File: src/rtl/adder_tree_sequencer.sv
// Time-multiplexes one external adder tree over N_SLICES slices of 2-bit weights into one total.
// Optional `define SEQ_SKIP_ZERO_EN skips all-zero slices (variable latency, identical results).
module adder_tree_sequencer #(
  parameter int N_STAGE  = 2,
  parameter int N_SLICES = 4,
  parameter int TREE_W   = 2 ** (N_STAGE + 1),
  parameter int SUM_W    = N_STAGE + 2,
  parameter int IN_W     = N_SLICES * TREE_W,
  parameter int ACC_W    = N_STAGE + 2 + $clog2(N_SLICES)
) (
  input  logic              clk,
  input  logic              reset,
  input  logic              start,
  input  logic [IN_W-1:0]   in_wx,
  output logic              busy,
  output logic [TREE_W-1:0] tree_wx,
  input  logic [SUM_W-1:0]  tree_sum,
  output logic [ACC_W-1:0]  sum_out,
  output logic              sum_valid,
  input  logic              sum_ready
);
  localparam int IDX_W = $clog2(N_SLICES);

  typedef enum logic [1:0] {
    IDLE = 2'd0,
    RUN  = 2'd1,
    DONE = 2'd2
  } state_t;

  state_t           state, state_nxt;
  logic [IN_W-1:0]  slices;
  logic [ACC_W-1:0] acc, acc_nxt;
  logic [IDX_W-1:0] cur;
  logic             capture, handoff, last, zero_capture;

  assign acc_nxt = acc + {{(ACC_W - SUM_W){1'b0}}, tree_sum};

`ifdef SEQ_SKIP_ZERO_EN
  logic [N_SLICES-1:0] pending, pending_rest, in_pend, cur_hot;

  // Work on the lowest still-pending non-zero slice.
  always_comb begin
    in_pend = '0;
    for (int k = 0; k < N_SLICES; k++) in_pend[k] = |in_wx[k*TREE_W +: TREE_W];
    cur = '0;
    for (int k = N_SLICES - 1; k >= 0; k--) if (pending[k]) cur = IDX_W'(k);
    cur_hot      = '0;
    cur_hot[cur] = 1'b1;
    pending_rest = pending & ~cur_hot;
    last         = (pending_rest == '0);
    zero_capture = (in_pend == '0);
  end
`else
  logic [IDX_W-1:0] idx;

  always_comb begin
    cur          = idx;
    last         = (idx == IDX_W'(N_SLICES - 1));
    zero_capture = 1'b0;
  end
`endif

  always_comb begin
    state_nxt = state;
    capture   = 1'b0;
    handoff   = 1'b0;
    tree_wx   = '0;
    case (state)
      IDLE: begin
        if (start) begin
          capture   = 1'b1;
          state_nxt = RUN;
        end
      end
      RUN: begin
        tree_wx = slices[int'(cur) * TREE_W +: TREE_W];
        if (last) state_nxt = DONE;
      end
      DONE: begin
        if (sum_ready) begin
          handoff = 1'b1;
          if (start) begin
            capture   = 1'b1;
            state_nxt = RUN;
          end else begin
            state_nxt = IDLE;
          end
        end
      end
      default: state_nxt = IDLE;
    endcase
    // Nothing to run for an all-zero capture: the result (0) is ready at once.
    if (capture && zero_capture) state_nxt = DONE;
  end

  always_ff @(posedge clk) begin
    if (reset) state <= IDLE;
    else       state <= state_nxt;
  end

  always_ff @(posedge clk) begin
    if (reset) begin
      slices    <= '0;
      acc       <= '0;
      sum_out   <= '0;
      sum_valid <= 1'b0;
      busy      <= 1'b0;
`ifdef SEQ_SKIP_ZERO_EN
      pending   <= '0;
`else
      idx       <= '0;
`endif
    end else begin
      busy <= (state_nxt != IDLE);
      if (handoff) sum_valid <= 1'b0;
      if (state == RUN) begin
        acc <= acc_nxt;
`ifdef SEQ_SKIP_ZERO_EN
        pending <= pending_rest;
`else
        idx <= idx + IDX_W'(1);
`endif
        if (last) begin
          sum_out   <= acc_nxt;
          sum_valid <= 1'b1;
        end
      end
      if (capture) begin
        slices <= in_wx;
        acc    <= '0;
`ifdef SEQ_SKIP_ZERO_EN
        pending <= in_pend;
`else
        idx <= '0;
`endif
        if (zero_capture) begin
          sum_out   <= '0;
          sum_valid <= 1'b1;
        end
      end
    end
  end

endmodule
File: config.mk
export PLATFORM = sky130hd
export DESIGN_NAME = adder_tree_sequencer
export DESIGN_NICKNAME = d
export VERILOG_FILES = /design/src/rtl/adder_tree_sequencer.sv
export SDC_FILE = /design/constraint.sdc
export NUM_CORES = 1
export LEC_CHECK = 0
export ABC_AREA = 1
export ABC_CLOCK_PERIOD_IN_PS = 2200
export CORE_MARGIN = 1.5
export CORE_UTILIZATION = 35
export DETAILED_ROUTE_END_ITERATION = 10
export PLACE_DENSITY = 0.67
export SYNTH_ARGS = -nofsm -noshare
export SYNTH_HDL_FRONTEND = slang
export SYNTH_SLANG_ARGS = --single-unit
File: constraint.sdc
create_clock -name clk -period 2.2 [get_ports clk]
set_input_delay 0.66 -clock clk [delete_from_list [all_inputs] [get_ports clk]]
set_output_delay 0.66 -clock clk [all_outputs]
set_load 0.02 [all_outputs]
======== Word-level counts from Yosys, hierarchy flattened ========
Cells that the tools add are included.
storage, ports and cells
  bits in registers ....................... 50
  bits of input ports ..................... 40
  output and inout port bits .............. 16
  logic and storage cells ................. 31
cells by class
  add/sub/neg operators ................... 2
  eq/ne operators ......................... 3
  shifts and indexed selects .............. 1
  mux-type cells .......................... 14
  reductions and logical operators ........ 4
operators by type and width
  operator                                                         number
  32-bit by 6-bit variable part select with 8-bit output           1
  1-bit two-way mux                                                8
  8-bit two-way mux                                                1
  6-bit by 4-bit adder with 6-bit output                           1
  2-bit two-way mux                                                3
  2-bit one-hot mux with 3 select lines                            1
  2-bit == test, second input constant                             2
  2-bit by 1-bit adder with 2-bit output, second input constant    1
  2-bit by 1-bit == test with 1-bit output, second input constant  1
  2-bit logical NOT                                                1
  1-bit one-hot mux with 2 select lines                            1
  2-bit AND reduction                                              1
  2-bit nonzero test                                               1
  2-bit OR reduction                                               1

======== Longest topological paths before layout ========
  word-level depth ........................ 5
  mapped depth ............................ 9
  mapped depth without buffers ............ 9

======== Worst setup path before layout ========
No wires, ideal clock.
  kind .................................... register to output
  from .................................... reg idx[0] (netlist: cur[0])
  to ...................................... out tree_wx[6]
  arrival ................................. 1192 ps
  data required time ...................... 1540 ps
  slack ................................... 348 ps
  stages on the path, launching flop included .. 7
  cell sequence ........................... dfxtp_1 > buf_2 > buf_4 > nor2_1 > nor2_1 > o21ai_0 > a21oi_1
between the ends
  longest elaborated chain between the ends .. 2
RTL lines
  what                                                    line  RTL
  start, declared                                         54    logic [IDX_W-1:0] idx;
  start signal, assigned                                  121   idx <= idx + IDX_W'(1);
  32-bit by 6-bit variable part select with 8-bit output  76    tree_wx = slices[int'(cur) * TREE_W +: TREE_W];
  8-bit two-way mux                                       68    case (state)
  end, declared                                           16    output logic [TREE_W-1:0] tree_wx,
Every way passes these cells.

======== Worst setup path in the final report ========
  from .................................... reg idx[0] (netlist: cur[0])
  to ...................................... out tree_wx[3]
The elaborated chain is that of the path after synthesis.

==> flow_metrics.py <==
metrics = {
    "power_and_ir_drop": {
        "power_frac_comb_pct": 16.9,
        "seq_power_share_pct": 50.1,
        "internal-power_mw": 1.46,
        "irDropWorstVdd_mv": 0.337,
        "clock_power_share_pct": 33.0,
        "p_leak_nw": 1.28,
        "p_per_area_nw_per_um2": 668,
        "switching_power_mw": 0.531,
        "p_sw_share_pct": 26.6,
    },
    "job": {
        "drv_cap": 0,
    },
    "synthesis": {
        "synth_area_leaders": "dfxtp_1 44%, nor2_1 17%, o21ai_0 11%, nand2_1 5.3%, a21oi_1 4.2%",
        "synth_area_per_cell_sq_um": 7.15,
        "synth_area_sq_um": 2280,
        "synthDistinctLibCells": 22,
        "yosys_register_bits": 50,
        "postSynthCellCount": 319,
        "syn-num-nets": 365,
        "yosysTopAreaCellShare_pct": 43.9,
        "synth_warnings": 0,
        "synth_area_leader_cell": "dfxtp_1",
        "synth_seq_area_share_pct": 43.9,
    },
    "critical_path": {
        "path_buf_inv": 2,
        "crit_top_cell": "nor2_1",
        "critPathKind": "reg -> out",
        "slowest_stage": "dfxtp_1",
        "cp_top_family": "flip-flops",
        "crit_path_max_incr_delay_ns": 0.36,
        "worstPathRequired_ns": 1.54,
        "startpoint_type": "flop",
        "rr_startpoint": "acc[0]$_SDFFE_PP0N_",
        "crit_chain": "buf_12 -> nor2_1 -> nor2_1 -> o21ai_0 -> a21oi_1 -> buf_2",
        "rr_worst_depth": 8,
        "rr_endpoint": "acc[4]$_SDFFE_PP0N_",
        "endpoint_kind": "output port",
        "path_max_fanout": 19,
        "regToRegSetupSlack_ns": 0.73,
        "arrival_ns": 1.41,
    },
    "cells_and_area": {
        "antenna_cells": 0,
        "fillCellCount": 691,
        "area_growth_pct": 30.9,
        "drive_gt1_share_pct": 10.4,
        "layout_commonest_cell": "nor2_1",
        "mostFrequentLayoutCells": "101 x nor2_1, 52 x o21ai_0, 50 x dfxtp_1",
        "nets": 421,
        "postLayoutCellArea_sq_um": 2990,
    },
    "drt": {
        "viasPerCell": 4.73,
        "firstDrtPassIters": 4,
        "drt-total-wl_um": 5310,
        "final_antenna_net_count": 0,
        "drt-wirelength-per-cell_um": 11.7,
        "drc": 0,
        "via_count": 2141,
        "dr.first_iter.drc_count": 74,
    },
    "grt": {
        "grt_pass1_vias": 2003,
        "grt_max_degree": 35,
        "gr-usage-all-layers_pct": 15.1,
        "grt_pass1_wl_um": 8630,
        "antenna_found_initial": 0,
        "grt.overflow.total": 0,
    },
    "floorplan": {
        "io_pins": 56,
        "fp.dieArea_sq_um": 7010,
        "rows": 29,
        "die_h_um": 83.7,
        "core_sq_um": 6310,
        "initial_core_util_pct": 36.1,
        "die_x_um": 83.7,
    },
    "clock_network": {
        "cts_hold_buf": 0,
        "cts_setup_buffers": 0,
        "htreeDepth": 2,
        "clockBufferDepth": 2,
        "clockRootBuffer": "clkbuf_8",
        "cts_buffers": 5,
        "clkTransAtPathRegs_ns": 0.09,
        "clk_latency_ns": 0.30,
        "cts_tree": "built",
        "cts.sinks": 50,
    },
    "timing": {
        "worst_slew_pin_slew_ns": 0.569,
        "finalSetupViolations": 0,
        "holdWs_ns": 0.489,
        "slew_violations": 0,
        "skew_ns": 0.00542,
        "max-slew-margin-rel_pct": 62.0,
        "finalCriticalPeriod_ns": 2.07,
        "hold_viol_final": 0,
        "post-route-period-util_pct": 94.0,
        "fin_tns_setup_ns": 0,
        "rsz0062_at_grt": "no",
        "clock.fmax_mhz": 483,
    },
    "placement": {
        "dp_hpwl_um": 3840,
        "io_buffers": 55,
        "place.gp.congestion": 0.823,
        "dpl_cell_area_sq_um": 2910,
    },
    "hold_path": {
        "hp-start": "sum_valid$_SDFF_PP0_",
        "hold_depth": 2,
        "min_to": "sum_valid$_SDFF_PP0_",
        "hold_path.class": "reg -> reg",
    },
    "status": {
        "status": "finished clean",
    },
}
## routing by layer
layer  vias to the layer above  track usage (%)  part of all wire (%)
met5                         -                0                     0
met4                         0             4.47                  0.83
met3                         5             2.77                   4.2
met2                        52             26.2                    48
met1                       953             19.2                    47
li1                       1131                -                     -
## kinds of logic (layout without fill, tap and decap cells)
| family | count (synthesis) | count (layout) | synth area share (%) |
|---|---|---|---|
| XOR/XNOR | 1 | 1 | 0.384 |
| AND/OR/NAND/NOR | 147 | 147 | 25.3 |
| AO/OA/AOI/OAI | 77 | 77 | 18.6 |
| flip-flops | 50 | 50 | 43.9 |
| adder cells (fa/ha/maj) | 6 | 6 | 3.62 |
| buffers and inverters | 38 | 95 | 8.17 |
## tightest hold or removal path, stage by stage (launching register included)
cell and delay (ns):
dfxtp_1 0.32, o21ai_0 0.07, a21oi_1 0.06
## power by group through the flow
stage / clock network [mW] / registers (mW) / logic (mW)
floorplan: 0 / 1.01 / 0.213
global placement: 0 / 1.02 / 0.344
detailed placement: 0 / 1.02 / 0.346
CTS: 0.670 / 0.998 / 0.347
global route: 0.709 / 1.01 / 0.381
finish: 0.659 / 0.998 / 0.337
## cells in the mapped netlist (all sizes together)
master	count
dfxtp	50
nor2	102
a21oi	21
clkbuf	2
nand2	33
ha	5
or2	1
fa	1
a31oi	1
inv	22
buf	14
o21a	3
nand3	11
o21ai	52
xnor2	1
## metrics by stage
stage | utilization [%] | std cells | power [mW] | setup WS (ns)
CTS | 48.0 | 453 | 2.01 | 0.00183
floorplan | - | 319 | 1.22 | 0.348
global route | 47.3 | 453 | 2.09 | 0.0147
detailed placement | 46.1 | 445 | 1.36 | -0.0491
global placement | 46.1 | 445 | 1.36 | -0.0489
finish | 47.3 | 453 | 1.99 | 0.132
## worst max path at each step
stage	start	endpoint	slack [ns]	cells after the start
global route	cur[0]$_SDFFE_PP0N_	tree_wx[3]	0.01	6
floorplan	cur[0]$_SDFFE_PP0N_	tree_wx[6]	0.35	6
detailed placement	cur[0]$_SDFFE_PP0N_	tree_wx[5]	-0.05	5
global placement	cur[0]$_SDFFE_PP0N_	tree_wx[5]	-0.05	5
CTS	cur[0]$_SDFFE_PP0N_	tree_wx[0]	0.002	6
finish	cur[0]$_SDFFE_PP0N_	tree_wx[3]	0.13	6
## what timing repair did
item | CTS | global route
setup endpoints to repair | 8 | 8
pin swaps | 0 | 0
resized for setup | 22 | 9
## flip-flops by register name, indices dropped and copies added, names as in the netlist
register,flops
cur,2
acc,6
sum_out,6
state,2
busy,1
sum_valid,1
slices,32
## cell type report
| type | instances | area [sq um] | share of cell area (%) |
|---|---|---|---|
| clock buffer | 5 | 68.8 | 2.30 |
| inverter | 22 | 85.1 | 2.85 |
| clock inverter | 3 | 43.8 | 1.47 |
| sequential | 50 | 1000 | 33.5 |
| multi-input combinational | 231 | 1090 | 36.6 |
| tap | 77 | 96.3 | 3.23 |
| timing repair buffer | 65 | 598 | 20.0 |
No activity file was read; power rests on OpenSTA's default activity.
==> edit: new RTL, same settings <==
Set the parameter `N_STAGE` to 1 (it was 2).
--- a/src/rtl/adder_tree_sequencer.sv
+++ b/src/rtl/adder_tree_sequencer.sv
@@ -1,7 +1,7 @@
 // Time-multiplexes one external adder tree over N_SLICES slices of 2-bit weights into one total.
 // Optional `define SEQ_SKIP_ZERO_EN skips all-zero slices (variable latency, identical results).
 module adder_tree_sequencer #(
-  parameter int N_STAGE  = 2,
+  parameter int N_STAGE  = 1,
   parameter int N_SLICES = 4,
   parameter int TREE_W   = 2 ** (N_STAGE + 1),
   parameter int SUM_W    = N_STAGE + 2,
Ports: changed (resized in_wx, sum_out, tree_sum and tree_wx); port bits go from 56 to 34. No check against the original RTL was run, so the function may have changed too.
==> edit against the original RTL <==
Design area is 30% lower; routed wire length is 40% lower; via count is 35% lower; largest cell class unchanged; synthesized area is 31% lower; power is 31% lower; worst setup slack worse by 0.044 ns; sequential cell count is 18 lower; die area is 30% lower; register-to-register slack worse by 0.06 ns; critical path depth is 1 lower.
==> edit: results (changes against the original RTL) <==
| Metric | Value |
|---|---|
| Drt wl/cell | `10.52 um (-10%)` |
| Post-synthesis compound-gate area fraction | `16.34% (-2.3 points)` |
| Xor-xnor portion of the synthesized cell area | `0.5551% (+0.17 points)` |
| Post_cts resized | `12 (-45%)` |
| Final Skew | `0.008163 ns (+0.002741 ns)` |
| All-Layer GR Usage | `13.99% (-1.2 points)` |
| Register Area | `640.6 sq um (-36%)` |
| DP HPWL | `2.356 mm (-39%)` |
| Status | `completed` |
| Placed cells | `296 (-33%)` |
| Arrival @ worst endpoint | `1.45 ns (+0.04 ns)` |
| Yosys cell types | `23 (+4.5%)` |
| Crit path max-delay family | `buffers and inverters` |
| Largest net degree at the start of global routing | `23 (-34%)` |
| Non-filler cells, final | `304 (-33%)` |
| Placed Area | `1978 sq um (-32%)` |
| Synth top area cells | `dfxtp_1, nand2_1, a21oi_1` |
| Largest regs | `slices (16), acc (5), sum_out (5)` |
| Post-place setup slack | `-0.1150 ns (-0.06592 ns)` |
| Drt initial violations | `60 (-19%)` |
| Share of layout cells above drive strength 1 | `18.65% (+8.3 points)` |
| Syn_nets | `238 (-35%)` |
| First-pass GRT wire length | `5.485 mm (-36%)` |
| Worst IR drop on VDD | `0.0003615 V (+7.4%)` |
| Final #Nets | `279 (-34%)` |
| IO Port Bufs | `33 (-40%)` |
| Syn_area_per_cell | `7.513 sq um (+5.1%)` |
## edit: per-layer routing
layer  global-route usage [%]  vias to the layer above  routed length, um
met1                    17.52                      625               1490
met4                    4.487                        0                 49
met3                    4.329                        5                115
met2                    22.96                       25               1544
li1                         -                      745                  -
met5                        0                        -                  0
## edit: tightest hold or removal path: stages (launching register included)
cell and delay, ns:
dfxtp_1 0.31, nand2_1 0.06, a21oi_1 0.05
## edit: power breakdown
part	switching (W)	internal, W
Combinational	0.000115	0.000101
Clock	0.000208	0.000336
Sequential	0.0000181	0.000607
## edit: area by class of cell
type                       count  share of cell area, %
clock buffer                   6                  3.465
tap                           52                  3.106
sequential                    32                  30.59
clock inverter                 2                  1.673
inverter                      24                  4.480
timing repair buffer          41                  19.47
multi-input combinational    147                  37.22
## edit: through the flow
step	hold slack (ns)	TNS, ns	total power [W]
6_report	0.4597	0	0.001385
5_1_grt	0.4835	-0.05350	0.001462
4_1_cts	0.4627	0	0.001406
3_5_place_dp	0.4519	-0.3703	0.0008541
3_3_place_gp	0.4491	-0.1706	0.0008505
2_1_floorplan	0.4344	0	0.0007778
## edit: path summary, 6_finish.rpt
kind / from / endpoint / slack, ns / cells after the start
max reg2reg: acc[0]$_SDFFE_PP0P_ / acc[4]$_SDFFE_PP0P_ / 0.67 / 9
max: cur[0]$_SDFFE_PP0P_ / tree_wx[0] / 0.09 / 5
min: sum_out[1]$_SDFFE_PP0P_ / sum_out[1]$_SDFFE_PP0P_ / 0.46 / 2
min reg2reg: sum_out[1]$_SDFFE_PP0P_ / sum_out[1]$_SDFFE_PP0P_ / 0.46 / 2
